File: config.mk
export PLATFORM = sky130hd
export DESIGN_NAME = filter_controller
export DESIGN_NICKNAME = d
export VERILOG_FILES = /design/src/rtl/filter_pkg.sv /design/src/rtl/filter_controller.sv
export SDC_FILE = /design/constraint.sdc
export NUM_CORES = 1
export LEC_CHECK = 0
export ABC_AREA = 0
export ABC_CLOCK_PERIOD_IN_PS = 1200
export BUFFER_PORTS_ARGS = -buffer_cell sky130_fd_sc_hd__buf_4
export CORE_MARGIN = 4
export CORE_UTILIZATION = 42
export CTS_CLUSTER_DIAMETER = 100
export CTS_CLUSTER_SIZE = 24
export DETAILED_ROUTE_END_ITERATION = 10
export PLACE_DENSITY_LB_ADDON = 0.08
export SLEW_MARGIN = 20
export SYNTH_ARGS = -nofsm -noshare
export SYNTH_HDL_FRONTEND = slang
export SYNTH_SLANG_ARGS = --single-unit
export TNS_END_PERCENT = 5
File: constraint.sdc
create_clock -name clk -period 1.2 [get_ports clk]
set_clock_uncertainty 0.05 [all_clocks]
set_input_delay 0.3 -clock clk [delete_from_list [all_inputs] [get_ports clk]]
set_output_delay 0.3 -clock clk [all_outputs]
set_load 0.01 [all_outputs]
File: src/rtl/filter_pkg.sv
// rtl/filter_pkg.sv - shared types and constants for the FIR sequencing controller
// Purpose: state encoding, datapath opcodes and register-file addresses used by filter_controller.
// Ports: none (package).
package filter_pkg;

   typedef enum logic [3:0] {
      IDLE,
      EIDLE,
      LCOEF,
      STORE,
      SHIFT1,
      SHIFT2,
      SHIFT3,
      SHIFT4,
      MUL1,
      COPY0,
      MUL2,
      SUB2,
      MUL3,
      ADD3,
      MUL4,
      SUB4
   } state_t;

   // Datapath opcodes
   localparam logic [2:0] OP_NOP   = 3'd0;
   localparam logic [2:0] OP_COPY  = 3'd1;
   localparam logic [2:0] OP_LOAD1 = 3'd2;
   localparam logic [2:0] OP_LOAD2 = 3'd3;
   localparam logic [2:0] OP_ADD   = 3'd4;
   localparam logic [2:0] OP_SUB   = 3'd5;
   localparam logic [2:0] OP_MUL   = 3'd6;

   // Register-file map
   localparam logic [3:0] R_RES = 4'd0;
   localparam logic [3:0] R_S1  = 4'd1;
   localparam logic [3:0] R_S2  = 4'd2;
   localparam logic [3:0] R_S3  = 4'd3;
   localparam logic [3:0] R_S4  = 4'd4;
   localparam logic [3:0] R_NEW = 4'd5;
   localparam logic [3:0] R_F0  = 4'd6;
   localparam logic [3:0] R_F1  = 4'd7;
   localparam logic [3:0] R_F2  = 4'd8;
   localparam logic [3:0] R_F3  = 4'd9;
   localparam logic [3:0] R_TMP = 4'd10;

endpackage

File: src/rtl/filter_controller.sv
// rtl/filter_controller.sv - sequencing FSM driving one FIR datapath op per cycle
// Purpose: services coefficient loads and new samples, sequencing
//          out = S1*F0 - S2*F1 + S3*F2 - S4*F3 on the register-file datapath.
// Ports:
//   clk, n_reset         clock (rising edge), asynchronous active-low reset
//   dr                   sample ready level, held until modwait rises
//   lc, coefficient_num  coefficient load pulse and its index
//   overflow             datapath overflow for the op of the current cycle
//   modwait              registered busy flag
//   err                  high while in the error-idle state
//   cnt_up               pulse per completed sample
//   clear                pulse when coefficient 0 is loaded
//   op, src1, src2, dest datapath operation and register addresses
module filter_controller
   import filter_pkg::*;
#(
   parameter int ADDR_W = 4,
   parameter int OP_W   = 3
) (
   input  logic              clk,
   input  logic              n_reset,
   input  logic              dr,
   input  logic              lc,
   input  logic [1:0]        coefficient_num,
   input  logic              overflow,
   output logic              modwait,
   output logic              err,
   output logic              cnt_up,
   output logic              clear,
   output logic [OP_W-1:0]   op,
   output logic [ADDR_W-1:0] src1,
   output logic [ADDR_W-1:0] src2,
   output logic [ADDR_W-1:0] dest
);

   state_t     state_q, state_d;
   logic [1:0] cidx_q, cidx_d;
   logic       modwait_q;

   logic [2:0] op_c;
   logic [3:0] src1_c, src2_c, dest_c;

   always_ff @(posedge clk or negedge n_reset) begin
      if (!n_reset) begin
         state_q   <= IDLE;
         cidx_q    <= 2'd0;
         modwait_q <= 1'b0;
      end else begin
         state_q   <= state_d;
         cidx_q    <= cidx_d;
         // Registered from next state so busy is visible in the same cycle as the active state.
         modwait_q <= !((state_d == IDLE) || (state_d == EIDLE));
      end
   end

   always_comb begin
      state_d = state_q;
      cidx_d  = cidx_q;
      op_c    = OP_NOP;
      src1_c  = R_RES;
      src2_c  = R_RES;
      dest_c  = R_RES;
      err     = 1'b0;
      cnt_up  = 1'b0;
      clear   = 1'b0;

      case (state_q)
         IDLE, EIDLE: begin
            err = (state_q == EIDLE);
            // Coefficient load wins; a held dr is picked up after LCOEF returns here.
            if (lc) begin
               state_d = LCOEF;
               cidx_d  = coefficient_num;
            end else if (dr) begin
               state_d = STORE;
            end
         end
         LCOEF: begin
            op_c    = OP_LOAD2;
            dest_c  = R_F0 + {2'b00, cidx_q};
            clear   = (cidx_q == 2'd0);
            state_d = IDLE;
         end
         STORE: begin
            op_c    = OP_LOAD1;
            dest_c  = R_NEW;
            state_d = dr ? SHIFT1 : EIDLE;
         end
         // History shift runs oldest-first so no sample is overwritten before it is copied.
         SHIFT1: begin op_c = OP_COPY; src1_c = R_S3;  dest_c = R_S4; state_d = SHIFT2; end
         SHIFT2: begin op_c = OP_COPY; src1_c = R_S2;  dest_c = R_S3; state_d = SHIFT3; end
         SHIFT3: begin op_c = OP_COPY; src1_c = R_S1;  dest_c = R_S2; state_d = SHIFT4; end
         SHIFT4: begin op_c = OP_COPY; src1_c = R_NEW; dest_c = R_S1; state_d = MUL1;   end
         MUL1: begin
            op_c = OP_MUL; src1_c = R_S1; src2_c = R_F0; dest_c = R_TMP; state_d = COPY0;
         end
         COPY0: begin
            op_c = OP_COPY; src1_c = R_TMP; dest_c = R_RES; state_d = MUL2;
         end
         MUL2: begin
            op_c = OP_MUL; src1_c = R_S2; src2_c = R_F1; dest_c = R_TMP; state_d = SUB2;
         end
         SUB2: begin
            op_c = OP_SUB; src1_c = R_RES; src2_c = R_TMP; dest_c = R_RES; state_d = MUL3;
         end
         MUL3: begin
            op_c = OP_MUL; src1_c = R_S3; src2_c = R_F2; dest_c = R_TMP; state_d = ADD3;
         end
         ADD3: begin
            op_c = OP_ADD; src1_c = R_RES; src2_c = R_TMP; dest_c = R_RES; state_d = MUL4;
         end
         MUL4: begin
            op_c = OP_MUL; src1_c = R_S4; src2_c = R_F3; dest_c = R_TMP; state_d = SUB4;
         end
         SUB4: begin
            op_c    = OP_SUB; src1_c = R_RES; src2_c = R_TMP; dest_c = R_RES;
            // A result that overflowed on its final op is not counted.
            cnt_up  = !overflow;
            state_d = IDLE;
         end
         default: state_d = IDLE;
      endcase

      // Any arithmetic-phase overflow abandons the sample.
      if ((state_q inside {MUL1, COPY0, MUL2, SUB2, MUL3, ADD3, MUL4, SUB4}) && overflow) begin
         state_d = EIDLE;
      end
   end

   assign modwait = modwait_q;
   assign op      = OP_W'(op_c);
   assign src1    = ADDR_W'(src1_c);
   assign src2    = ADDR_W'(src2_c);
   assign dest    = ADDR_W'(dest_c);

endmodule

* After elaboration in Yosys (flattened, before gate mapping)
Index checks and enable logic that the tools add are counted.
** Operators by class
- Multiplexer cells :: 12
- Reductions and logical operators :: 18
- Add/sub/neg operators :: 1
- Equality and inequality tests :: 16
** Operators by type and width (number)
- one-hot mux 4 bit (14 select lines) :: 1
- == test 4 bit (second input constant) :: 8
- one-hot mux 4 bit (7 select lines) :: 1
- one-hot mux 4 bit (6 select lines) :: 1
- one-hot mux 4 bit (5 select lines) :: 1
- one-hot mux 3 bit (6 select lines) :: 1
- == test 4 x 3 -> 1 bit (second input constant) :: 4
- 2-to-1 mux 4 bit :: 3
- OR reduction 2 bit :: 6
- == test 4 x 1 -> 1 bit (second input constant) :: 2
- == test 4 x 2 -> 1 bit (second input constant) :: 2
- logical NOT 4 bit :: 2
- nonzero test 8 bit :: 1
- OR reduction 5 bit :: 1
- adder 3 x 2 -> 4 bit (first input constant) :: 1
- OR reduction 4 bit :: 1
- 2-to-1 mux 1 bit :: 3
- 2-to-1 mux 3 bit :: 1
- OR reduction 3 bit :: 1
- logical NOT 1 bit :: 2
- logical NOT 2 bit :: 1
- AND reduction 2 bit :: 1
- logical AND 1 bit :: 1
- logical OR 1 bit :: 1
** Storage, ports and cells
- Input port bits :: 7
- Word-level logic and storage cells :: 50
- Flip-flop bits (word level) :: 7
- Output and inout bits :: 19

* Longest topological paths before layout
Gate-level depths: netlist of run 1.
- Word-level depth :: 7
- Depth in mapped cells :: 5
- Depth with buffers taken out :: 3

* Least setup slack after synthesis of run 1
OpenSTA, ideal clock, no wires.
- Path kind :: register to output
- From :: reg state_q[3]
- To :: out dest[0]
- Arrival :: 1087 ps
- Setup slack :: -237 ps
- Path buffers :: 3
- Required time :: 850 ps
- Stages on the path, launching flop included :: 5
- Cells stage by stage :: dfrtp_1 -> buf_6 -> buf_4 -> buf_6 -> nor3_1
** On the way
- Cells in the longest elaborated chain, start to end :: 3
- Elaborated cells between the ends (all ways) :: 12
- Classes of those cells :: eq/ne (10); mux (1); reduce/logical (1)
** Ends and longest elaborated chain
- start, declared :: line filter_controller.sv:36 : state_t state_q, state_d;
- start signal, assigned :: line filter_controller.sv:49 : state_q <= state_d;
- == test 4 bit :: line filter_controller.sv:67 : case (state_q)
- OR reduction 4 bit (no line)
- one-hot mux 4 bit (7 select lines) (*) :: line filter_controller.sv:67
- end, declared :: line filter_controller.sv:33 : output logic [ADDR_W-1:0] dest
Every way passes the cells marked *; elsewhere a longest branch is shown, timed or not.

* Worst setup path after layout of run 1
- From :: reg state_q[2]
- To :: out src1[1]
** On the way
- Cells in the longest elaborated chain, start to end :: 3
- Elaborated cells between the ends (all ways) :: 13
- Classes of those cells :: eq/ne (9); mux (1); reduce/logical (3)
** Ends and longest elaborated chain
- == test 4 bit or == test 4 x 3 -> 1 bit (tied branches) :: line filter_controller.sv:67
- OR reduction 2 bit (no line)
- one-hot mux 4 bit (6 select lines) (*) :: line filter_controller.sv:67
- end, declared :: line filter_controller.sv:31 : output logic [ADDR_W-1:0] src1,
Marks and branches as above.

==> results.tsv, run 1 <==
stage	metric	value	unit
worst_setup_path	Setup crit end kind	primary output	
routing	DRT iter0 DRCs	6	
global_routing	largest net degree at the start of global routing	10	
timing	final hold vios	0	
timing	Slew headroom	0.8041	
cts	Clock Path Buffers	2	
floorplanning	Die Span Y	47.81	um
floorplanning	row count	14	
placed_design	post-DP HPWL	1.402	mm
worst_setup_path	Critical Path RT	0.85	ns
power	Pleak	0.5371	nW
global_routing	number of global-route vias before repair	691	
global_routing	GRT overflow	0	
floorplanning	Die X	47.81	um
worst_setup_path	CP arrival	1.31	ns
timing	final cycle utilization of the critical path	1.386	
routing	via count	734	
yosys	Cells after Synth	76	
timing	Setup-failing EPs final	25	
placed_design	Placer Congestion	0.8604	
cts	clk slew on worst S/H paths	0.06	ns
power	pwr/cell area	2998	nW/um^2
run_status	violated checks	setup timing	
yosys	EDFF count, synth	0	
run	Max Cap Violations	0	
routing	average routed wire per standard cell	15.12	um
layout	area grow syn2layout	76.13	%
yosys	Yosys reg bits	7	
timing	RSZ-0062 raised after global routing	true	
yosys	Post-synth top flop	dfrtp_1	
routing	ANT nets after route	0	
worst_hold_path	HP Class	in2reg	
layout	commonest non-fill, non-tap cells in the layout	buf_4 (35), buf_6 (13)	
run_status	status	finished with violations	
timing	tightest hold margin	0.2291	ns
layout	fin nets	128	
yosys	Post-Syn Area	665.6	sq um
timing	minimum clock period	1.663	ns
yosys	fraction of registers with async set/reset	1.000	
yosys	post-synth cell types	37	
layout	commonest non-fill, non-tap cell in the layout	buf_4	
global_routing	global-route wire length before repair	3.132	mm
cts	H-tree level count	1	
routing	Vias per Instance	5.397	
layout	layout cell share with drive strength beyond 1	0.7000	
placed_design	IO buf count	25	
routing	1st-pass router iterations	4	
yosys	syn avg cell area	8.758	sq um
worst_setup_path	critical path class	reg2out	
cts	root buf cell	clkbuf_4	
power	VDD IR max	1.548	mV
routing	Routed WL	2.056	mm
routing	DRC errors left	0	
timing	worst slew pin tran	0.2902	ns
floorplanning	CORE AREA	1506	sq um
placed_design	DP Worst Slack	-0.2592	ns
yosys	Seq/Total Area, Yosys	0.2632	
global_routing	initial antenna violation count	0	
global_routing	overall global routing resource usage	0.1973	
cts	clock buffer count from CTS	3	
yosys	yosys warns	0	
timing	fmax	601.3	MHz
yosys	synthesized net count	83	
floorplanning	io pins	26	
layout	diode count	0	
timing	max-slew violation count	0	
floorplanning	die footprint	2286	sq um
cts	Clock Latency Late Sink	0.25	ns
layout	fillers	97	
floorplanning	Starting Density	0.4419	
timing	worst setup margin	-0.4631	ns
cts	CTS tree	built	
worst_setup_path	Max FO, Critical Path	8	
cts	clock sinks	7	
worst_setup_path	startpoint class of the critical path	flip-flop	
per-layer routing:
layer	up-vias	GRT usage	part of all wire	wire, um
met5	-	0	0	0
met3	3	0.04887	0.053	108
met4	0	0.04839	0.0054	11
met1	346	0.2602	0.44	913
met2	22	0.3219	0.50	1021
li1	363	-	-	-
where the power goes:
part	internal, mW	leakage [nW]	switching [mW]	total [mW]
Combinational	1.53	0.444	1.21	2.74
Clock	0.127	0.0150	0.0900	0.217
Sequential	0.364	0.0786	0.197	0.562
path summary, 6_finish.rpt:
check,start,end,slack (ns),cells after the start
setup / recovery,state_q[2],src1[1],-0.46,4
hold / removal,coefficient_num[1],cidx_q[1],0.23,2
setup reg to reg,state_q[2],state_q[0],-0.28,5
hold reg to reg,cidx_q[0],cidx_q[0],0.51,1
max in group asynchronous,n_reset,state_q[1],0.61,2
min in group asynchronous,n_reset,cidx_q[0],0.35,2
layout make-up:
class	instances	area, sq um	area share
multi-input combinational	58	519.2	0.4429
clock buffer	4	26.28	0.02241
sequential	7	180.2	0.1537
tap	16	20.02	0.01708
inverter	2	7.507	0.006403
timing repair buffer	49	419.2	0.3575
cells in the mapped netlist, types with 2 or more instances:
library cell  count  area share
mux2i_1           2       0.030
nor2_1            8       0.045
buf_6             2       0.034
nand3b_1          2       0.023
o21ai_0           4       0.030
nor3_1            3       0.023
a31oi_1           2       0.019
nor2b_1           3       0.028
mux2_4            2       0.045
a21oi_1           6       0.045
nand2b_1          4       0.038
and3_1            2       0.019
dfrtp_1           7        0.26
nor3b_1           2       0.023
buf_4             5       0.056
timing repair:
item                                    CTS  global route
hold endpoints to repair                  7             0
buffers inserted                          2             2
pin swaps                                 6             6
resized for setup                        30            10
endpoints found under the setup margin   25            25
hold buffers                              1             0
per-stage QoR:
step                utilization  TNS (ns)  instances  power [mW]  area (sq um)
floorplan                     -    -1.672         76       1.910         719.4
global placement         0.6462    -4.025        127       2.705         973.4
detailed placement       0.6462    -4.057        127       2.726         973.4
CTS                      0.7417    -8.332        134       3.297          1117
global route             0.7782    -9.988        136       3.760          1172
finish                   0.7782    -8.579        136       3.515          1172
flip-flops by register name (all words and copies together), names as in the netlist:
signal	count
state_q	4
cidx_q	2
modwait	1
cells by family (layout without fill, tap and decap cells):
group,Yosys count,in the layout,share of synthesized area
and+or+nand+nor,29,29,0.2707
AOI/OAI and AO/OA,23,23,0.2481
buffers and inverters,11,55,0.1165
DFF,7,7,0.2632
muxes,4,4,0.07519
xor gates and xnor gates,2,2,0.02632
critical path: stages, from the launching register on:
cell	delay, ns
dfrtp_2	0.49
buf_6	0.16
mux2i_2	0.16
o22ai_1	0.09
buf_4	0.15
Note: power is estimated with default switching activity, not from simulation.
==> run 2, diff against run 1 <==
--- a/config.mk
+++ b/config.mk
@@ -9,7 +9,7 @@
 export ABC_CLOCK_PERIOD_IN_PS = 1200
 export BUFFER_PORTS_ARGS = -buffer_cell sky130_fd_sc_hd__buf_4
 export CORE_MARGIN = 4
-export CORE_UTILIZATION = 42
+export CORE_UTILIZATION = 30
 export CTS_CLUSTER_DIAMETER = 100
 export CTS_CLUSTER_SIZE = 24
 export DETAILED_ROUTE_END_ITERATION = 10
==> run 2 against run 1 <==
The flow still finishes with violations (setup timing). Sequential share of layout area grew 0.75 points. Via count shrank 3.5%. Non-clock buffer count shrank 2. Worst hold slack lost 0.013 ns. Design area shrank 5.3%. Setup slack lost 0.025 ns. Critical path depth is the same. Register-to-register slack gained 0.08 ns. Fmax shrank 1.5%. Critical path type unchanged.
==> results.tsv, run 2 (synthesis results as in run 1) <==
stage	metric	value	unit
timing	worst slew pin tran	0.2954	ns
floorplanning	row count	16	
layout	cell area after layout	1110	sq um
cts	CTS tree	built	
worst_setup_path	Max FO, Critical Path	10	
power	pwr/cell area	2948	nW/um^2
worst_setup_path	startpoint class of the critical path	flip-flop	
routing	1st-pass router iterations	2	
power	sw frac	0.4032	
layout	commonest non-fill, non-tap cells in the layout	buf_4 (42), nor2_1 (7), a21oi_1 (5)	
floorplanning	Starting Density	0.3260	
floorplanning	Die Span Y	55.11	um
placed_design	IO buf count	25	
power	Pleak	0.5223	nW
layout	Non-Filler Instances	145	
worst_setup_path	Setup crit end kind	primary output	
layout	layout cell share with drive strength beyond 1	0.5932	
global_routing	GR peak layer	met2	
timing	minimum clock period	1.689	ns
run_status	status	finished with violations	
timing	worst setup margin	-0.4886	ns
placed_design	post-DP HPWL	1.434	mm
run	Max Cap Violations	0	
timing	fmax	592.2	MHz
routing	Routed WL	1.844	mm
cts	clk slew on worst S/H paths	0.05	ns
layout	fillers	208	
global_routing	M1 GR Usage	0.1848	
power	Pint	1.952	mW
global_routing	overall global routing resource usage	0.1428	
run_status	violated checks	setup timing	
cts	clock sinks	7	
placed_design	Placed Area	992.2	sq um
routing	DRC errors left	0	
layout	fin nets	126	
routing	via count	708	
floorplanning	io pins	26	
layout	commonest non-fill, non-tap cell in the layout	buf_4	
floorplanning	CORE AREA	2042	sq um
layout	area grow syn2layout	66.73	%
global_routing	M3 GR Usage	0.04290	
worst_hold_path	Hold Crit Start	overflow	
worst_setup_path	critical path class	reg2out	
placed_design	DP Worst Slack	-0.2895	ns
floorplanning	Die X	55.11	um
layout	largest reg by FF count	state_q	
cts	root buf cell	clkbuf_4	
cts	Clock Latency Late Sink	0.25	ns
global_routing	met2 Use GR	0.2362	
worst_setup_path	Worst R2R Start	state_q[3]	
power	Reg power frac	0.167	
timing	Setup-failing EPs final	23	
worst_hold_path	HP Class	in2reg	
timing	RSZ-0062 raised after global routing	true	
global_routing	global-route wire length before repair	3.091	mm
power	Sw Pwr	1.319	mW
cts	Clock Path Buffers	2	
worst_setup_path	Critical Path RT	0.85	ns
cts	H-tree level count	1	
power	VDD IR max	1.400	mV
global_routing	largest net degree at the start of global routing	14	
global_routing	GRT overflow	0	
timing	final hold vios	0	
worst_setup_path	CP arrival	1.34	ns
layout	Largest register FFs	4	
routing	DRT iter0 DRCs	8	
routing	average routed wire per standard cell	12.72	um
timing	Slew headroom	0.8023	
timing	max-slew violation count	0	
floorplanning	die footprint	3037	sq um
routing	Vias per Instance	4.883	
global_routing	number of global-route vias before repair	690	
placed_design	Placer Congestion	0.8141	
worst_setup_path	Crit. Startpoint	state_q[2]	
layout	diode count	0	
power	share of power burned in the clock network	0.066	
placed_design	dpl cells	137	
power	Comb pwr share	0.767	
routing	ANT nets after route	0	
global_routing	initial antenna violation count	0	
timing	final cycle utilization of the critical path	1.407	
cts	clock buffer count from CTS	3	
[run 2: worst paths after layout]
kind                       slack, ns          to  cells after the start
max                            -0.49     dest[1]                      4
min                             0.22  state_q[2]                      2
max reg2reg                    -0.20   cidx_q[1]                      4
min reg2reg                     0.51   cidx_q[0]                      1
max in group asynchronous       0.62  state_q[0]                      2
min in group asynchronous       0.35     modwait                      2
[run 2: timing repair]
item                                    CTS  global route
buffers inserted                          1             1
endpoints found under the setup margin   25            24
hold endpoints to repair                  7             0
gates resized for setup                   9             5
pin swaps                                 5             1
gates cloned                              1             0
hold buffers                              1             0
[run 2: power groups by stage]
stage	clock [mW]	sequential (mW)	combinational (mW)
2_1_floorplan	0	0.413	1.50
3_3_place_gp	0	0.519	2.25
3_5_place_dp	0	0.519	2.25
4_1_cts	0.221	0.540	2.47
5_1_grt	0.245	0.574	2.74
6_report	0.216	0.546	2.51
[run 2: per-stage QoR]
step	util	setup TNS (ns)	hold slack [ns]	total power [mW]
floorplan	-	-1.672	-0.04559	1.910
global placement	0.4859	-4.178	0.06786	2.769
detailed placement	0.4859	-4.417	0.06799	2.773
CTS	0.5319	-8.720	0.2116	3.233
global route	0.5435	-10.35	0.2152	3.561
finish	0.5435	-8.535	0.2157	3.271
[run 2: layout make-up]
cell class	instances	area [sq um]	area share
inverters	2	7.507	0.006764
repair buffers	47	400.4	0.3608
multi-input cells	58	462.9	0.4171
clock buffers	4	26.28	0.02368
flip-flops and latches	7	178.9	0.1612
well taps	27	33.78	0.03044
[run 2: routing by layer]
layer / vias to the layer above / wire (um) / part of all wire
met2: 18 / 896 / 0.49
met3: 2 / 102 / 0.055
met5: - / 0 / 0
met4: 0 / 12 / 0.0065
met1: 329 / 833 / 0.45
li1: 359 / - / -
[run 2: critical path: stages (launching register included)]
cell	delay [ns]
dfrtp_2	0.48
nand2b_1	0.17
a21oi_1	0.18
o32ai_2	0.10
buf_4	0.15
==> run 3, diff against run 2 <==
--- a/config.mk
+++ b/config.mk
@@ -10,10 +10,12 @@
 export BUFFER_PORTS_ARGS = -buffer_cell sky130_fd_sc_hd__buf_4
 export CORE_MARGIN = 4
 export CORE_UTILIZATION = 30
+export CTS_BUF_LIST = sky130_fd_sc_hd__clkbuf_8 sky130_fd_sc_hd__clkbuf_16
 export CTS_CLUSTER_DIAMETER = 100
 export CTS_CLUSTER_SIZE = 24
 export DETAILED_ROUTE_END_ITERATION = 10
 export PLACE_DENSITY_LB_ADDON = 0.08
+export SETUP_SLACK_MARGIN = 0.4
 export SLEW_MARGIN = 20
 export SYNTH_ARGS = -nofsm -noshare
 export SYNTH_HDL_FRONTEND = slang
==> run 3 against run 2 <==
Critical path depth unchanged. The flow still finishes with violations (setup timing). Flip-flop and latch count unchanged. Non-clock buffer count unchanged. Sequential share of layout area shrank 0.32 points. Clock power increased by 49%. Largest power group unchanged. Count of clock-buffer cells in the layout fell by 1. Final cell count stayed put. Highest routed layer is now met3. First-iteration DRC count rose by 38%. Design area rose by 2.0%. Worst hold slack better by 0.027 ns. Total power up 3.5%. Fmax increased by 1.8%.
==> results.tsv, run 3 (synthesis results as in run 1) <==
stage	metric	value	unit
run_status	status	finished with violations	
run_status	violated checks	setup timing	
global_routing	initial antenna violation count	0	
timing	final hold vios	0	
timing	Setup-failing EPs final	23	
placed_design	IO buf count	25	
placed_design	dpl cells	137	
run	Max Cap Violations	0	
routing	Routed WL	1.823	mm
worst_setup_path	CP arrival	1.31	ns
timing	Slew headroom	0.8081	
routing	via count	710	
global_routing	number of global-route vias before repair	693	
timing	minimum clock period	1.658	ns
timing	worst slew pin tran	0.2867	ns
layout	largest reg by FF count	state_q	
layout	diode count	0	
worst_setup_path	Setup crit end kind	primary output	
layout	commonest non-fill, non-tap cells in the layout	buf_4 (41), nor2_1 (7), a21oi_1 (5)	
worst_hold_path	HP Class	in2reg	
timing	RSZ-0062 raised after global routing	true	
cts	Clock Latency Late Sink	0.22	ns
worst_setup_path	startpoint class of the critical path	flip-flop	
layout	fin nets	126	
layout	area grow syn2layout	70.11	%
layout	Largest register FFs	4	
routing	1st-pass router iterations	2	
worst_setup_path	Cell Chain, Critical Path	nand2b_1 -> a21oi_1 -> o32ai_2 -> buf_4	
placed_design	Placer Congestion	0.8141	
floorplanning	io pins	26	
routing	average routed wire per standard cell	12.57	um
cts	Clock Path Buffers	2	
power	VDD IR max	1.947	mV
layout	Final Util	0.5545	
floorplanning	die footprint	3037	sq um
global_routing	GRT overflow	0	
global_routing	global-route wire length before repair	3.070	mm
power	Pleak	0.5354	nW
routing	DRC errors left	0	
placed_design	Placed Area	992.2	sq um
floorplanning	Die X	55.11	um
worst_setup_path	largest stage delay on the critical path	0.47	ns
placed_design	DP Worst Slack	-0.2895	ns
routing	ANT nets after route	0	
routing	DRT iter0 DRCs	11	
worst_setup_path	slowest CP cell	dfrtp_2	
cts	H-tree level count	1	
worst_setup_path	Max FO, Critical Path	10	
power	pwr/cell area	2991	nW/um^2
worst_setup_path	CP delay by family, top	flip-flops	
cts	clock buffer count from CTS	3	
timing	fmax	603.0	MHz
layout	layout cell share with drive strength beyond 1	0.5932	
floorplanning	CORE AREA	2042	sq um
global_routing	overall global routing resource usage	0.1422	
floorplanning	Die Span Y	55.11	um
layout	Non-Filler Instances	145	
floorplanning	Starting Density	0.3260	
layout	cell area after layout	1132	sq um
cts	clock sinks	7	
cts	CTS tree	built	
floorplanning	row count	16	
cts	clk slew on worst S/H paths	0.04	ns
routing	Vias per Instance	4.897	
timing	final cycle utilization of the critical path	1.382	
global_routing	largest net degree at the start of global routing	14	
timing	max-slew violation count	0	
worst_setup_path	critical path class	reg2out	
timing	worst setup margin	-0.4583	ns
worst_setup_path	Critical Path RT	0.85	ns
layout	commonest non-fill, non-tap cell in the layout	buf_4	
worst_setup_path	CP Buf/Inv Count	1	
cts	root buf cell	clkbuf_8	
placed_design	post-DP HPWL	1.434	mm
run 3: repair_timing:
item                       CTS  global route
hold buffers                 1             0
setup endpoints to repair   26            26
cloned                       1             0
buffers inserted             1             1
gates resized for setup     10             4
pin swaps                    5             1
hold endpoints to repair     7             0
run 3: final timing paths:
| kind | depth (start not counted) | start | to | slack, ns |
|---|---|---|---|---|
| setup reg to reg | 4 | state_q[3] | cidx_q[1] | -0.20 |
| hold reg to reg | 1 | cidx_q[0] | cidx_q[0] | 0.51 |
| min in group asynchronous | 2 | n_reset | modwait | 0.38 |
| setup / recovery | 4 | state_q[2] | dest[1] | -0.46 |
| max in group asynchronous | 2 | n_reset | state_q[0] | 0.59 |
| hold / removal | 2 | overflow | state_q[2] | 0.24 |
run 3: routing by layer:
| metal | track usage | vias up | share of wire |
|---|---|---|---|
| met5 | 0 | - | 0 |
| met4 | 0.02429 | 0 | 0 |
| met3 | 0.04290 | 0 | 0.060 |
| met2 | 0.2382 | 18 | 0.49 |
| met1 | 0.1815 | 334 | 0.45 |
| li1 | - | 358 | - |
run 3: final cells by class:
type / count / area [sq um]
flip-flops and latches: 7 / 178.9
well taps: 27 / 33.78
fillers: 211 / 909.6
clock inverters: 1 / 3.754
inverters: 2 / 7.507
clock buffers: 3 / 41.29
repair buffers: 47 / 404.1
multi-input cells: 58 / 462.9
run 3: report_power, final:
part / internal, mW / switching (mW) / leakage, nW
Clock: 0.221 / 0.0997 / 0.0269
Sequential: 0.364 / 0.186 / 0.0800
Combinational: 1.47 / 1.05 / 0.428
run 3: stage by stage:
stage / setup TNS, ns / hold WS (ns) / power, mW
global route: -9.708 / 0.2403 / 3.681
CTS: -8.171 / 0.2371 / 3.353
floorplan: -1.672 / -0.04559 / 1.910
finish: -7.976 / 0.2424 / 3.387
detailed placement: -4.417 / 0.06799 / 2.773
global placement: -4.178 / 0.06786 / 2.769
